`src/rtl/itree_loader.sv`:
```
// Serial isolation-tree image loader: header byte, 32 payload bytes, optional XOR byte.
// The CHECK state is built only when ITREE_LOADER_CHECKSUM_EN is defined.
module itree_loader #(
  parameter logic [7:0] HDR_BYTE    = 8'hA5,
  parameter int         TIMEOUT_CYC = 1024
) (
  input  logic         clk,
  input  logic         reset,
  input  logic [7:0]   byte_in,
  input  logic         byte_valid,
  output logic         byte_ready,
  input  logic         core_idle,
  output logic [255:0] itree_input,
  output logic         load_itree,
  output logic         tree_valid,
  output logic         frame_error,
  output logic [7:0]   err_count
);
  localparam int GW = $clog2(TIMEOUT_CYC + 1);
  localparam logic [GW-1:0] GAP_LAST = GW'(TIMEOUT_CYC - 1);

`ifdef ITREE_LOADER_CHECKSUM_EN
  typedef enum logic [1:0] {IDLE, PAYLOAD, CHECK, COMMIT} state_t;
`else
  typedef enum logic [1:0] {IDLE, PAYLOAD, COMMIT} state_t;
`endif

  state_t         state_q;
  logic [255:0]   stage_q, itree_q;
  logic [4:0]     idx_q;
  logic [GW-1:0]  gap_q;
  logic           load_q, tv_q, ferr_q;
  logic [7:0]     err_q, err_d;
`ifdef ITREE_LOADER_CHECKSUM_EN
  logic [7:0]     xor_q;
`endif

  logic xfer;
  assign byte_ready = (state_q != COMMIT);
  assign xfer       = byte_valid && byte_ready;
  assign err_d      = (err_q == 8'hFF) ? err_q : err_q + 8'd1;

  assign itree_input = itree_q;
  assign load_itree  = load_q;
  assign tree_valid  = tv_q;
  assign frame_error = ferr_q;
  assign err_count   = err_q;

  always_ff @(posedge clk) begin
    if (reset) begin
      state_q <= IDLE;
      stage_q <= '0;
      itree_q <= '0;
      idx_q   <= '0;
      gap_q   <= '0;
      load_q  <= 1'b0;
      tv_q    <= 1'b0;
      ferr_q  <= 1'b0;
      err_q   <= '0;
`ifdef ITREE_LOADER_CHECKSUM_EN
      xor_q   <= '0;
`endif
    end else begin
      load_q <= 1'b0;
      ferr_q <= 1'b0;
      case (state_q)
        IDLE: begin
          if (xfer && byte_in == HDR_BYTE) begin
            state_q <= PAYLOAD;
            idx_q   <= '0;
            gap_q   <= '0;
`ifdef ITREE_LOADER_CHECKSUM_EN
            xor_q   <= '0;
`endif
          end
        end
        PAYLOAD: begin
          // A transfer always wins over the gap limit, so the header value is plain data here
          if (xfer) begin
            stage_q[{idx_q, 3'b000} +: 8] <= byte_in;
            idx_q <= idx_q + 5'd1;
            gap_q <= '0;
`ifdef ITREE_LOADER_CHECKSUM_EN
            xor_q <= xor_q ^ byte_in;
            if (idx_q == 5'd31) state_q <= CHECK;
`else
            if (idx_q == 5'd31) state_q <= COMMIT;
`endif
          end else if (gap_q == GAP_LAST) begin
            state_q <= IDLE;
            ferr_q  <= 1'b1;
            err_q   <= err_d;
            gap_q   <= '0;
          end else begin
            gap_q <= gap_q + 1'b1;
          end
        end
`ifdef ITREE_LOADER_CHECKSUM_EN
        CHECK: begin
          if (xfer) begin
            gap_q <= '0;
            if (byte_in == xor_q) begin
              state_q <= COMMIT;
            end else begin
              state_q <= IDLE;
              ferr_q  <= 1'b1;
              err_q   <= err_d;
            end
          end else if (gap_q == GAP_LAST) begin
            state_q <= IDLE;
            ferr_q  <= 1'b1;
            err_q   <= err_d;
            gap_q   <= '0;
          end else begin
            gap_q <= gap_q + 1'b1;
          end
        end
`endif
        COMMIT: begin
          // Swap only while the core is between inferences; no timeout here
          if (core_idle) begin
            itree_q <= stage_q;
            load_q  <= 1'b1;
            tv_q    <= 1'b1;
            state_q <= IDLE;
          end
        end
        default: state_q <= IDLE;
      endcase
    end
  end
endmodule

```
`config.mk`:
```
export PLATFORM = sky130hd
export DESIGN_NAME = itree_loader
export DESIGN_NICKNAME = d
export VERILOG_FILES = /design/src/rtl/itree_loader.sv
export SDC_FILE = /design/constraint.sdc
export NUM_CORES = 1
export LEC_CHECK = 0
export BUFFER_PORTS_ARGS = -buffer_cell sky130_fd_sc_hd__buf_2
export CAP_MARGIN = 30
export CORE_MARGIN = 4
export CORE_UTILIZATION = 30
export DETAILED_ROUTE_END_ITERATION = 12
export PLACE_DENSITY_LB_ADDON = 0.12
export SLEW_MARGIN = 20
export SYNTH_ARGS = -nofsm -noshare
export SYNTH_HDL_FRONTEND = slang
export SYNTH_SLANG_ARGS = --single-unit
```
`constraint.sdc`:
```
create_clock -name clk -period 3.1 [get_ports clk]
set_input_delay 0.31 -clock clk [delete_from_list [all_inputs] [get_ports clk]]
set_output_delay 0.31 -clock clk [all_outputs]
set_load 0.03 [all_outputs]
```
**After elaboration in Yosys (flattened, before gate mapping)**

Cells that the tools add are included.

- Bits in registers: 541
- Latch bits: 0
- Bits in writable memories: 0
- Bits in read-only memories: 0
- Bits of input ports: 12
- Output and inout bits: 268
- Memories kept: 0

- $add $sub $neg: 4
- $mul: 0
- Divide/modulo/power cells: 0
- Order comparisons: 0
- Eq/ne operators: 12
- Shifts and indexed selects: 2
- Multiplexer cells: 16
- Bitwise logic cells: 4
- Reductions and logical operators: 12

Operators by type and width:

| kind | number |
|---|---|
| 256-bit bitwise mux | 1 |
| 8-bit by 10-bit variable shift with 256-bit output (first input constant) | 1 |
| 8-bit by 10-bit variable part select with 256-bit output | 1 |
| 11-bit two-way mux | 3 |
| 11-bit case mux with 2 select lines | 1 |
| 8-bit equality test (second input constant) | 2 |
| 11-bit by 1-bit adder with 11-bit output (second input constant) | 1 |
| 11-bit by 10-bit equality test with 1-bit output (second input constant) | 1 |
| 2-bit two-way mux | 5 |
| 5-bit two-way mux | 2 |
| 8-bit negation with 10-bit output | 1 |
| 5-bit case mux with 2 select lines | 1 |
| 8-bit by 1-bit adder with 8-bit output (second input constant) | 1 |
| 2-bit != test (second input constant) | 4 |
| 4-bit AND reduction | 2 |
| 3-bit != test (second input constant) | 2 |
| 2-bit case mux with 3 select lines | 1 |
| 2-bit AND reduction | 3 |
| 5-bit by 1-bit adder with 5-bit output (second input constant) | 1 |
| 5-bit equality test (second input constant) | 1 |
| 1-bit NOT | 4 |
| 3-bit AND reduction | 1 |
| 3-bit OR reduction | 1 |
| 2-bit by 1-bit equality test with 1-bit output (second input constant) | 1 |
| other kinds (6) | 8 |

**Logic depth before layout (Yosys ltp)**

- Depth in word-level cells: 5
- Depth in mapped cells: 10
- Gate-level depth less buffers: 6

**Worst setup path before layout**

OpenSTA, ideal clock, no wires.

- Path kind: register -> register
- From: register idx_q[0]
- To: register stage_q[128]
- Library setup time: 0.138 ns
- Arrival time: 2.737 ns
- Required time: 2.962 ns
- Slack: 0.225 ns
- Cell stages (with the launch flop): 9
- Path buffers: 2
- Period minus slack after synthesis: 2.875 ns
- Path through: dfxtp_1 > clkbuf_1 > clkbuf_1 > inv_1 > ha_1 > nor4b_2 > nor3_1 > o211ai_2 > mux2i_1

- Word-level cells in the longest chain between the ends: 3
- Elaborated cells between the ends (all ways): 4
- Those cells by class: add/sub: 1; shift: 2; mux: 1

RTL lines:

| what | RTL line | text |
|---|---|---|
| start, declared | 30 | `logic [4:0] idx_q;` |
| start signal, assigned | 81 | `idx_q <= idx_q + 5'd1;` |
| 8-bit negation with 10-bit output * | 80 | `stage_q[{idx_q, 3'b000} +: 8] <= byte_in;` |
| 8-bit by 10-bit variable part select with 256-bit output / 8-bit by 10-bit variable shift with 256-bit output (equally long branches) | 80 |  |
| 256-bit bitwise mux * | 80 |  |
| end signal, assigned by index | 80 |  |
| end, declared | 29 | `logic [255:0] stage_q, itree_q;` |

Every way passes the cells marked *; elsewhere a longest branch is shown, timed or not.
A chain may end at the register's enable or synchronous reset.

**Worst setup path after layout**

- From: register idx_q[1]
- To: register stage_q[217]

The elaborated chain is that of the path after synthesis.

==> flow_metrics.env <==
export IMPL_start_util_pct=30.5
export IMPL_max_slew_margin_pct=40.0
export IMPL_p_total_w=0.0144
export IMPL_fmax_ghz=0.367
export IMPL_fillers=6855
export IMPL_yosys_register_bits=541
export IMPL_fin_nets=2555
export IMPL_hpwl_mm=46.2
export IMPL_final_setup_viol_count=0
export IMPL_cap_violations=0
export IMPL_period_needed_ns=2.73
export IMPL_final_cell_mix="nand2_1 (801), dfxtp_1 (541), buf_2 (279), a21oi_1 (278), mux2i_1 (252)"
export IMPL_cts_resized=0
export IMPL_cts_tree="done"
export IMPL_endpoint_kind="flip-flop"
export IMPL_clkTransAtPathRegs_ns=0.06
export IMPL_cts_max_level=2
export IMPL_fin_worst_skew_ns=0.0274
export IMPL_first_global_vias=16500
export IMPL_vias=16700
export IMPL_die_y_um=268
export IMPL_seqPwrFrac_pct=48.2
export IMPL_cp_data_arrival_time_ns=3.21
export IMPL_viasPerCell=4.84
export IMPL_first_pass_iters=5
export IMPL_syn_nets=2315
export IMPL_drt_wl_total_mm=67.4
export IMPL_postCtsSetupRepairBufs=0
export IMPL_synth_distinct_cells=61
export IMPL_p_clk_share_pct=50.1
export IMPL_async_flop_share_pct=0
export IMPL_seq_area_sq_mm=0.0108
export IMPL_clkLatencyLatePin_ns=0.62
export IMPL_tns_ns=0
export IMPL_crit_type="reg -> reg"
export IMPL_cts_hold_buf=0
export IMPL_start_kind="flip-flop"
export IMPL_root_buffer="clkbuf_16"
export IMPL_cts_buffers=61
export IMPL_drive_above_1_share_pct=18.6
export IMPL_detail_route_wl_per_cell_um=19.5
export IMPL_power_density_mw_per_mm2=583
export IMPL_antenna_found_initial=1
export IMPL_place_gp_congestion=0.819
export IMPL_gr_usage_all_layers_pct=18.1
export IMPL_rsz0062_at_grt="no"
export IMPL_hold_violations=0
export IMPL_layout_commonest_cell="nand2_1"
export IMPL_area_delta_synth_final_pct=22.4
export IMPL_maxSlewViolCount=0
export IMPL_p_comb_share_pct=1.7
export IMPL_drc=0
export IMPL_fin_crit_sh_pct=88.0
export IMPL_grt_max_degree=107
export IMPL_p_sw_w=0.00311
export IMPL_syn_area_per_cell_sq_um=8.82
export IMPL_ant_nets=0
export IMPL_synth_top_flop_cell="dfxtp_1"
export IMPL_cp_max_fo=13
export IMPL_ios=280
export IMPL_synth_edf_count=0
export IMPL_core_sq_mm=0.0663
export IMPL_hold_path_class="in -> reg"
export IMPL_ys_warn_count=0
export IMPL_drt_iter0_drc=884
export IMPL_multi_input_area_sq_mm=0.00878
export IMPL_yosysSeqAreaShare_pct=53.5
export IMPL_p_leak_nw=10.5
export IMPL_swShare_pct=21.5
export IMPL_status="completed"
export IMPL_overflow=0
export IMPL_tightestPinTransition_ns=0.901
export IMPL_grt_first_pass_wirelength_mm=101
export IMPL_peakVddDrop_uv=387
export IMPL_port_buffers=279
export IMPL_netlist_area_sq_mm=0.0202
export IMPL_die_area_sq_mm=0.0716
export IMPL_p_int_w=0.0113
export IMPL_crit_required_ns=3.58
export IMPL_cts_sinks=541
export IMPL_die_w_um=268
export IMPL_cts_buffer_depth=3
export IMPL_fp_row_count=94
export IMPL_syn_inst=2294
## path summary, 6_finish.rpt
check,start,cells after the start,slack (ns),endpoint
setup / recovery,idx_q[1],7,0.37,stage_q[217]
setup reg to reg,idx_q[1],7,0.37,stage_q[217]
hold / removal,core_idle,4,0.09,state_q[1]
hold reg to reg,itree_input[94],2,0.45,itree_input[94]
## layer usage
metal / GRT usage [%] / routed length [um] / vias up
met5: 0 / 0 / -
met4: 4.81 / 1480 / 0
met3: 2.77 / 2800 / 97
met2: 31.0 / 32700 / 342
met1: 24.0 / 30400 / 8051
li1: - / - / 8200
## worst max-delay path: stages, from the launching register on
cell      delay (ns)
dfxtp_1         0.55
inv_1           0.16
ha_1            0.30
xnor2_2         0.49
buf_4           0.27
o2111a_1        0.36
o21ai_2         0.26
mux2i_1         0.18
## cells in the mapped netlist, types with 6 or more instances
master    number  area share, %
nand2_1      801             15
nand2b_1       6           0.19
or3_1          9           0.28
dfxtp_1      541             54
nor3_1         6           0.15
o211ai_2       6           0.37
o21ai_0       16           0.40
buf_2         11           0.27
mux2i_1      252             12
nor4_1         6           0.19
nor2_1        16           0.30
ha_1           9           0.56
nand3_1       39           0.97
a21oi_1      278            6.9
buf_1         10           0.19
inv_1          9           0.17
clkbuf_1     142            2.6
o21ai_2       17           0.74
nand4_1       31           0.96
## through the flow
step	instance area, sq um	worst slack [ns]	hold WS (ns)	utilization [%]	instances
after floorplan	20200	0.225	0.428	-	2294
after global placement	22700	0.252	0.438	34.2	3334
after detailed placement	22700	0.421	0.443	34.2	3334
after CTS	24700	0.397	0.0492	37.3	3444
after global routing	24700	0.197	0.0894	37.3	3446
final	24700	0.373	0.0945	37.3	3446
## cell families (layout without fill, tap and decap cells)
logic type      count (synthesis)  after routing  share of synthesized area [%]
mux                           254            254                           12.6
other cells                     0              1                              0
xor+xnor                        6              6                          0.260
buf+inv                       172            459                           3.26
flops                         541            541                           53.5
simple gates                  951            951                           19.5
fa+ha+maj                       9              9                          0.557
compound gates                361            361                           10.3
## flip-flops by register name, summed over array words and instances, names as in the netlist
signal       flops
tree_valid       1
err_count        8
stage_q        256
idx_q            5
frame_error      1
gap_q           11
load_itree       1
itree_input    256
state_q          2
## power by group through the flow
| stage | Sequential, W | Clock [W] | Combinational (W) |
|---|---|---|---|
| 2_1_floorplan | 0.00711 | 0 | 0.000130 |
| 3_5_place_dp | 0.00711 | 0 | 0.000247 |
| 6_report | 0.00695 | 0.00723 | 0.000242 |
| 4_1_cts | 0.00695 | 0.00744 | 0.000247 |
| 3_3_place_gp | 0.00711 | 0 | 0.000246 |
| 5_1_grt | 0.00695 | 0.00771 | 0.000259 |
## layout make-up
| cell class | count | share of cell area (%) |
|---|---|---|
| diodes | 1 | 0.0101 |
| inverters | 9 | 0.167 |
| clock inverters | 12 | 0.490 |
| flip-flops and latches | 541 | 43.8 |
| multi-input cells | 1581 | 35.5 |
| well taps | 864 | 4.37 |
| repair buffers | 340 | 8.03 |
| clock buffers | 98 | 7.71 |
Note: power is estimated with default switching activity, not from simulation.
